## src/rtl/alu_seq.sv

```systemverilog
// Sequential ALU. Logic ops and add/sub finish in one cycle. Shifts step one
// bit per cycle through an internal register before the result is presented.
module alu_seq #(
    parameter int WIDTH = 8,
    parameter int SHW   = $clog2(WIDTH)
) (
    input  logic             clk,
    input  logic             rst_n,
    input  logic             in_valid,
    output logic             in_ready,
    input  logic [WIDTH-1:0] a,
    input  logic [WIDTH-1:0] b,
    input  logic [2:0]       sel,
    output logic             out_valid,
    input  logic             out_ready,
    output logic [WIDTH-1:0] y,
    output logic             c_out,
    output logic             ovf,
    output logic             zero,
    output logic             neg,
    output logic [1:0]       dbg_state
);

    localparam int MSB = WIDTH - 1;

    localparam logic [1:0] IDLE  = 2'd0;
    localparam logic [1:0] SHIFT = 2'd1;
    localparam logic [1:0] DONE  = 2'd2;

    localparam logic [SHW-1:0] CNT_ONE  = SHW'(1);
    localparam logic [SHW-1:0] CNT_ZERO = '0;

    localparam logic [2:0] OP_ADD = 3'b000;
    localparam logic [2:0] OP_SUB = 3'b001;
    localparam logic [2:0] OP_AND = 3'b010;
    localparam logic [2:0] OP_OR  = 3'b011;
    localparam logic [2:0] OP_XOR = 3'b100;
    localparam logic [2:0] OP_NOT = 3'b101;

    logic [1:0]       state;
    logic [WIDTH-1:0] y_q;
    logic             c_q;
    logic             v_q;
    logic [WIDTH-1:0] sh_q;
    logic [SHW-1:0]   cnt_q;
    logic             dir_q;

    logic [WIDTH:0]   sum;
    logic [WIDTH:0]   diff;
    logic [WIDTH-1:0] res_y;
    logic             res_c;
    logic             res_v;
    logic [SHW-1:0]   amt;
    logic             shift_start;
    logic [WIDTH-1:0] sh_next;

    // Handshake: a request transfers on a rising edge with in_valid & in_ready;
    // a result transfers on a rising edge with out_valid & out_ready.
    assign in_ready  = (state == IDLE);
    assign out_valid = (state == DONE);
    assign dbg_state = state;

    assign y     = y_q;
    assign c_out = c_q;
    assign ovf   = v_q;
    assign zero  = (y_q == '0);
    assign neg   = y_q[MSB];

    assign amt         = b[SHW-1:0];
    assign shift_start = sel[2] & sel[1] & (amt != CNT_ZERO);
    assign sh_next     = dir_q ? (sh_q >> 1) : (sh_q << 1);

    // Single-cycle result; a zero-amount shift passes A straight through.
    always_comb begin
        sum   = {1'b0, a} + {1'b0, b};
        diff  = {1'b0, a} - {1'b0, b};
        res_y = a;
        res_c = 1'b0;
        res_v = 1'b0;
        case (sel)
            OP_ADD: begin
                res_y = sum[MSB:0];
                res_c = sum[WIDTH];
                res_v = (a[MSB] == b[MSB]) & (sum[MSB] != a[MSB]);
            end
            OP_SUB: begin
                res_y = diff[MSB:0];
                res_c = diff[WIDTH];
                res_v = (a[MSB] != b[MSB]) & (diff[MSB] != a[MSB]);
            end
            OP_AND:  res_y = a & b;
            OP_OR:   res_y = a | b;
            OP_XOR:  res_y = a ^ b;
            OP_NOT:  res_y = ~a;
            default: res_y = a;
        endcase
    end

    always_ff @(posedge clk or negedge rst_n) begin
        if (!rst_n) begin
            state <= IDLE;
            y_q   <= '0;
            c_q   <= 1'b0;
            v_q   <= 1'b0;
            sh_q  <= '0;
            cnt_q <= '0;
            dir_q <= 1'b0;
        end else begin
            case (state)
                IDLE: begin
                    if (in_valid) begin
                        if (shift_start) begin
                            sh_q  <= a;
                            cnt_q <= amt;
                            dir_q <= sel[0];
                            state <= SHIFT;
                        end else begin
                            y_q   <= res_y;
                            c_q   <= res_c;
                            v_q   <= res_v;
                            state <= DONE;
                        end
                    end
                end
                SHIFT: begin
                    sh_q  <= sh_next;
                    cnt_q <= cnt_q - CNT_ONE;
                    // The edge that applies the final bit also publishes it.
                    if (cnt_q == CNT_ONE || cnt_q == CNT_ZERO) begin
                        y_q   <= sh_next;
                        c_q   <= 1'b0;
                        v_q   <= 1'b0;
                        cnt_q <= '0;
                        state <= DONE;
                    end
                end
                DONE: begin
                    if (out_ready) begin
                        state <= IDLE;
                    end
                end
                default: begin
                    state <= IDLE;
                end
            endcase
        end
    end

endmodule

```

## config.mk

```make
export PLATFORM = sky130hd
export DESIGN_NAME = alu_seq
export DESIGN_NICKNAME = d
export VERILOG_FILES = /design/src/rtl/alu_seq.sv
export SDC_FILE = /design/constraint.sdc
export NUM_CORES = 1
export LEC_CHECK = 0
export ABC_AREA = 0
export BUFFER_PORTS_ARGS = -buffer_cell sky130_fd_sc_hd__buf_2
export CAP_MARGIN = 20
export CORE_MARGIN = 4
export CORE_UTILIZATION = 58
export DETAILED_ROUTE_END_ITERATION = 7
export MAX_ROUTING_LAYER = met4
export PLACE_DENSITY_LB_ADDON = 0.2
export REMOVE_ABC_BUFFERS = 1
export SKIP_LAST_GASP = 1
export SLEW_MARGIN = 15
export SYNTH_ARGS = -nofsm -noshare
export SYNTH_HDL_FRONTEND = slang
export SYNTH_SLANG_ARGS = --single-unit
```

## constraint.sdc

```tcl
create_clock -name clk -period 2.53 [get_ports clk]
set_input_delay 0.253 -clock clk [delete_from_list [all_inputs] [get_ports clk]]
set_output_delay 0.253 -clock clk [all_outputs]
set_load 0.01 [all_outputs]
```

==> flow_summary_export.csv, run 1 <==
group,metric,value,unit
sta,setup_tns,0,ns
detailed_routing,dr.first_iter.drc_count,215,
worst_hold_path,hold_path.class,"input port to flop",
worst_setup_path,cp-end-kind,"flop",
clocking,post_cts_buffers,0,
floorplanning,ioPinCount,39,
placed_design,portBuffers,38,
layout,drive_above_1_share,0.1860,
layout,register_area,600.6,um^2
floorplanning,rows,23,
clocking,h-tree-depth,1,
global_route,grt_pass1_wl,10610,um
layout,synthToLayoutAreaGrowth,9.501,%
synth,avgSynthCellArea,8.194,um^2
sta,period_share,0.8184,
worst_setup_path,cpLargestDelayFamily,"adder cells",
synth,async_flop_share,1.000,
synth,ys_ff_latch,24,
clocking,cts_tree,"built",
sta,hold_violations,0,
global_route,grt_max_degree,25,
worst_setup_path,startpoint_type,"input port",
placed_design,dp_hpwl,5139,um
sta,slew_headroom,0.5767,
sta,drv_slew,0,
layout,finalNonFillerCells,394,
synth,synth.top_cells.by_count,"inv_1, ha_1, nand2_1, nor2_1, dfrtp_1",
placed_design,gp_congestion,0.9676,
global_route,grt-ovfl-total,0,
synth,synth_seq_area_share,0.2327,
synth,ys_warn_count,0,
detailed_routing,wl_per_cell,16.43,um
floorplanning,die_h,74.71,um
layout,n_antenna_cell,0,
worst_setup_path,cp_slowest_cell,"or4_1",
detailed_routing,drt-total-wl,6473,um
synth,synth-main-ff-cell,"dfrtp_1",
worst_setup_path,path_buf_inv,2,
clocking,clock_sinks,24,
placed_design,dp.cells,389,
detailed_routing,antenna_left,0,
synth,synth_area_leader_cell,"dfrtp_1",
sta,worst_pin_slew,0.6322,ns
run,cap_violations,0,
synth,postSynthCellCount,315,
global_route,antenna_found_initial,0,
power_and_ir_drop,p_leak,1.358,nW
global_route,grt_pass1_vias,2204,
floorplanning,core_area,0.004144,mm^2
worst_setup_path,crit_path_max_fanout,5,
detailed_routing,vias_per_cell,6.211,
floorplanning,initial_core_util,0.6229,
floorplanning,dieArea,0.005582,mm^2
sta,max_freq,483.0,MHz
synth,yosysUniqueCellTypes,53,
detailed_routing,vias,2447,
layout,nFillCells,363,
power_and_ir_drop,ir_drop,0.2597,mV
detailed_routing,drc,0,
sta,fin_crit,2.071,ns
sta,finalSetupViolations,0,
clocking,cts_buffer_depth,2,
status,status,"finished, final reports clean",
clocking,path_clk_slew,0.08,ns
clocking,clock_latency,0.27,ns
layout,num-nets-final,397,
clocking,cts_buffers,3,
synth,synth-edff-count,0,
synth,yosys.area.top_type_share,0.2327,
worst_setup_path,cp.required,2.71,ns
sta,rsz0062_at_grt,"false",
sta,finClkSkew,0.002459,ns
power_and_ir_drop,p_per_area,715.9,mW/mm^2
detailed_routing,drtPass1Iterations,5,
worst_setup_path,critical_path.cell_chain,"buf_2 > inv_1 > ha_1 > fa_1 > nor2_1 > o311ai_0 > or4_1 > o311a_1 > o31ai_1",
floorplanning,die_w,74.71,um
worst_setup_path,critPathMaxStageDelay,0.46,ns
clocking,clockRootBuffer,"clkbuf_8",
synth,syn_area,0.002581,mm^2
clocking,cts_resized,0,
synth,synth_top_cells_by_area,"dfrtp_1, ha_1, inv_1, a21oi_1, o21ai_0",
worst_setup_path,crit_arrival,2.25,ns
synth,yosysMostFrequentCell,"inv_1",
layout,multiInputGateArea,0.001747,mm^2
global_route,track_usage,0.2506,
worst_setup_path,timing_worst_setup_path_type,"input port to flop",
power by group:
group	internal, mW	switching [mW]	total (mW)
Combinational	0.455	0.563	1.02
Clock	0.139	0.128	0.267
Sequential	0.564	0.174	0.738
cell families (layout without fill, tap and decap cells):
family                   count (synthesis)  count (layout)  share of synthesized area
flip-flops                              24              24                     0.2327
multiplexers                            15              15                    0.07465
AND/OR/NAND/NOR                         89              89                     0.1663
XOR/XNOR                                 7               7                    0.02375
AO/OA/AOI/OAI                           99              99                     0.2656
buffers and inverters                   52              81                    0.09064
adder cells (fa/ha/maj)                 29              29                     0.1464
metal layers:
metal	vias up	track usage	wire length, um
met5	-	-	0
met4	0	0.07905	145
met3	14	0.02003	430
met2	98	0.3678	2891
met1	1142	0.3658	3006
li1	1193	-	-
metrics by stage:
| stage | utilization | hold slack (ns) | cell area [um^2] | worst slack [ns] | total power, mW |
|---|---|---|---|---|---|
| after global routing | 0.6821 | 0.2047 | 2826 | 0.2789 | 2.190 |
| after global placement | 0.6664 | 0.2651 | 2761 | 0.2510 | 1.730 |
| after CTS | 0.6821 | 0.1717 | 2826 | 0.4611 | 2.022 |
| after floorplan | - | -0.04259 | 2471 | 0.3924 | 1.386 |
| final | 0.6821 | 0.1713 | 2826 | 0.4595 | 2.024 |
| after detailed placement | 0.6664 | 0.2635 | 2761 | 0.1889 | 1.758 |
final cells by class:
type                       count  area share
multi-input combinational    239      0.6180
tap                           50     0.02213
clock buffer                   4     0.01948
timing repair buffer          44     0.08411
inverter                      33     0.04382
sequential                    24      0.2125
final timing paths:
path / start / endpoint / slack (ns) / cells past startpoint
worst max-delay path: a[0] / y[6] / 0.46 / 9
worst min-delay path: out_ready / dbg_state[1] / 0.17 / 2
worst max register to register: cnt_q[0] / y[2] / 0.54 / 7
worst min register to register: c_out / c_out / 0.50 / 2
max in group asynchronous: rst_n / sh_q[6] / 1.68 / 2
min in group asynchronous: rst_n / cnt_q[1] / 0.50 / 2
layout by cell type, fill, tap and decap left out, drive strengths merged, types with 2 or more instances in the layout:
| cell type | netlist | final |
|---|---|---|
| buf | 12 | 43 |
| inv | 33 | 33 |
| nor2 | 27 | 27 |
| nand2 | 27 | 27 |
| ha | 27 | 27 |
| dfrtp | 24 | 24 |
| o21ai | 23 | 23 |
| a21oi | 23 | 23 |
| a211oi | 10 | 10 |
| mux2i | 8 | 8 |
| xnor2 | 7 | 7 |
| nor2b | 6 | 6 |
| nand3 | 6 | 6 |
| o31ai | 6 | 6 |
| a31oi | 5 | 5 |
| o311ai | 5 | 5 |
| mux2 | 4 | 4 |
| o22ai | 4 | 4 |
| nor3 | 4 | 4 |
| clkbuf | 7 | 4 |
| a221oi | 4 | 4 |
| or4 | 3 | 3 |
| mux4 | 3 | 3 |
| and3 | 3 | 3 |
| o221ai | 3 | 3 |
| o211ai | 3 | 3 |
| or2b | 2 | 2 |
| nand3b | 2 | 2 |
| o21a | 2 | 2 |
| a2bb2oi | 2 | 2 |
| nand2b | 2 | 2 |
| o21bai | 2 | 2 |
| fa | 2 | 2 |
sequential cells by signal, summed over array words and instances (netlist names):
signal / flops
dbg_state: 2
c_out: 1
sh_q: 8
dir_q: 1
ovf: 1
cnt_q: 3
y: 8
timing repair:
action | in CTS | in global routing
hold endpoints to repair | 24 | 0
endpoints found under the setup margin | 0 | 0
hold buffers | 1 | 0
Note: power is estimated with default switching activity, not from simulation.
==> run 2, diff against run 1 <==
==> constraint.sdc (replaced) <==
create_clock -name clk -period 2.1 [get_ports clk]
set_input_delay 0.21 -clock clk [delete_from_list [all_inputs] [get_ports clk]]
set_output_delay 0.21 -clock clk [all_outputs]
set_load 0.01 [all_outputs]
==> run 2 against run 1 <==
  * Clock skew is 0.00081 ns higher
  * Cell area increased by 6.6%
  * Hold slack lost 0.053 ns
  * Wire length increased by 4.7%
  * Non-clock buffer count up 24
  * Critical path type unchanged
  * Sequential share of layout area down 1.3 points
  * Worst setup slack worse by 0.26 ns
  * Register-to-register slack worse by 0.32 ns
  * Die area unchanged
  * Critical path depth stayed put
  * Via count rose by 5.9%
  * Cell count rose by 6.1%
==> flow_summary_export.csv, run 2 (synthesized netlist as in run 1, its figures left out) <==
group,metric,value,unit
layout,num-nets-final,421,
sta,finalSetupViolations,0,
global_route,antenna_found_initial,0,
detailed_routing,drt-total-wl,6776,um
worst_hold_path,hp-start,"out_ready",
sta,fin_crit,1.905,ns
sta,finClkSkew,0.003271,ns
worst_setup_path,cp-end-kind,"flop",
detailed_routing,antenna_left,0,
sta,worst_pin_slew,0.5445,ns
clocking,cts_tree,"built",
floorplanning,dieArea,0.005582,mm^2
sta,slew_headroom,0.6370,
sta,setup_tns,0,ns
layout,synthToLayoutAreaGrowth,16.67,%
clocking,path_clk_slew,0.08,ns
worst_setup_path,r2r-start,"cnt_q[0]",
detailed_routing,vias,2591,
global_route,grt-ovfl-total,0,
placed_design,gp_congestion,0.9564,
worst_setup_path,critPathMaxStageDelay,0.43,ns
worst_setup_path,crit_arrival,2.09,ns
layout,finalNonFillerCells,418,
floorplanning,die_h,74.71,um
sta,max_freq,524.8,MHz
power_and_ir_drop,ir_drop,0.3596,mV
worst_setup_path,crit_path_max_fanout,3,
clocking,cts_buffer_depth,2,
placed_design,portBuffers,38,
floorplanning,core_area,0.004144,mm^2
worst_setup_path,critPathLaunch,"a[0]",
worst_setup_path,timing_worst_setup_path_type,"input port to flop",
placed_design,dp_hpwl,5384,um
sta,hold_violations,0,
detailed_routing,drc,0,
detailed_routing,wl_per_cell,16.21,um
floorplanning,ioPinCount,39,
clocking,cts_buffers,3,
status,status,"finished, final reports clean",
sta,drv_slew,0,
global_route,grt_pass1_vias,2454,
worst_setup_path,cp.required,2.28,ns
placed_design,dp.cells,413,
floorplanning,die_w,74.71,um
sta,timing.final.ws_setup,0.1946,ns
clocking,clock_sinks,24,
layout,final_common_cell,"buf_2",
layout,n_antenna_cell,0,
floorplanning,initial_core_util,0.6229,
clocking,clockRootBuffer,"clkbuf_8",
sta,period_share,0.9073,
clocking,h-tree-depth,1,
run,cap_violations,0,
floorplanning,rows,23,
power_and_ir_drop,p_leak,1.477,nW
detailed_routing,dr.first_iter.drc_count,262,
global_route,grt_pass1_wl,11180,um
worst_setup_path,cp_slowest_cell,"or4_1",
worst_setup_path,critical_path.cell_chain,"buf_2 > inv_1 > ha_1 > fa_1 > nor2_1 > o311ai_0 > or4_1 > o311a_1 > o31ai_1",
layout,mostFrequentLayoutCells,"buf_2, inv_1, buf_4",
placed_design,pre_cts_ws,-0.08249,ns
clocking,clock_latency,0.27,ns
power_and_ir_drop,p_per_area,832.9,mW/mm^2
worst_hold_path,hold_path.class,"input port to flop",
detailed_routing,vias_per_cell,6.199,
detailed_routing,drtPass1Iterations,5,
sta,rsz0062_at_grt,"false",
worst_setup_path,startpoint_type,"input port",
global_route,grt_max_degree,25,
global_route,track_usage,0.2642,
layout,drive_above_1_share,0.2418,
-- run 2: cell count changes in the layout (fill, tap and decap cells not counted), sizes merged --
cell / previous run / this run
buf: 43 / 67
-- run 2: report_power, final --
part           leakage (nW)  internal, mW  total [mW]  switching, mW
Sequential            0.294         0.680       0.862          0.182
Combinational          1.15         0.609        1.33          0.726
Clock                0.0288         0.167       0.312          0.144
-- run 2: worst paths after layout --
| kind | endpoint | slack, ns | cells past startpoint |
|---|---|---|---|
| setup / recovery | y[6] | 0.19 | 9 |
| hold / removal | dbg_state[1] | 0.12 | 2 |
| setup reg to reg | y[2] | 0.22 | 7 |
| hold reg to reg | c_out | 0.51 | 2 |
| max in group asynchronous | y[4] | 1.28 | 2 |
| min in group asynchronous | cnt_q[1] | 0.46 | 2 |
-- run 2: per-stage QoR --
| stage | cell area [um^2] | power [mW] | hold WS, ns | util |
|---|---|---|---|---|
| 2_1_floorplan | 2471 | 1.670 | -0.08559 | - |
| 3_3_place_gp | 2942 | 2.127 | 0.2171 | 0.7098 |
| 3_5_place_dp | 2942 | 2.183 | 0.2144 | 0.7098 |
| 4_1_cts | 3007 | 2.502 | 0.1196 | 0.7255 |
| 5_1_grt | 3012 | 2.727 | 0.1245 | 0.7268 |
| 6_report | 3012 | 2.508 | 0.1179 | 0.7268 |
-- run 2: area by class of cell --
type	count	area (um^2)
tap	50	62.56
clock buffer	4	55.05
sequential	24	600.6
timing repair buffer	68	417.9
multi-input combinational	239	1752
fill	348	1132
inverter	33	123.9
-- run 2: repair_timing --
item / in CTS / in global routing
buffers inserted: 0 / 0
gates resized for setup: 0 / 1
hold endpoints to repair: 24 / 0
setup endpoints to repair: 0 / 2
hold buffers: 1 / 0
-- run 2: worst max-delay path: cells and delay by family --
kind,cells,cell delay (ns)
AND/OR/NAND/NOR,2,0.56
buffers and inverters,2,0.15
adder cells (fa/ha/maj),2,0.65
AO/OA/AOI/OAI,3,0.51
-- run 2: routing by layer --
| metal | up-vias | share of wire | GRT usage |
|---|---|---|---|
| met1 | 1215 | 0.41 | 0.3308 |
| li1 | 1232 | - | - |
| met5 | - | 0 | - |
| met3 | 16 | 0.093 | 0.04539 |
| met2 | 128 | 0.48 | 0.4429 |
| met4 | 0 | 0.020 | 0.06719 |
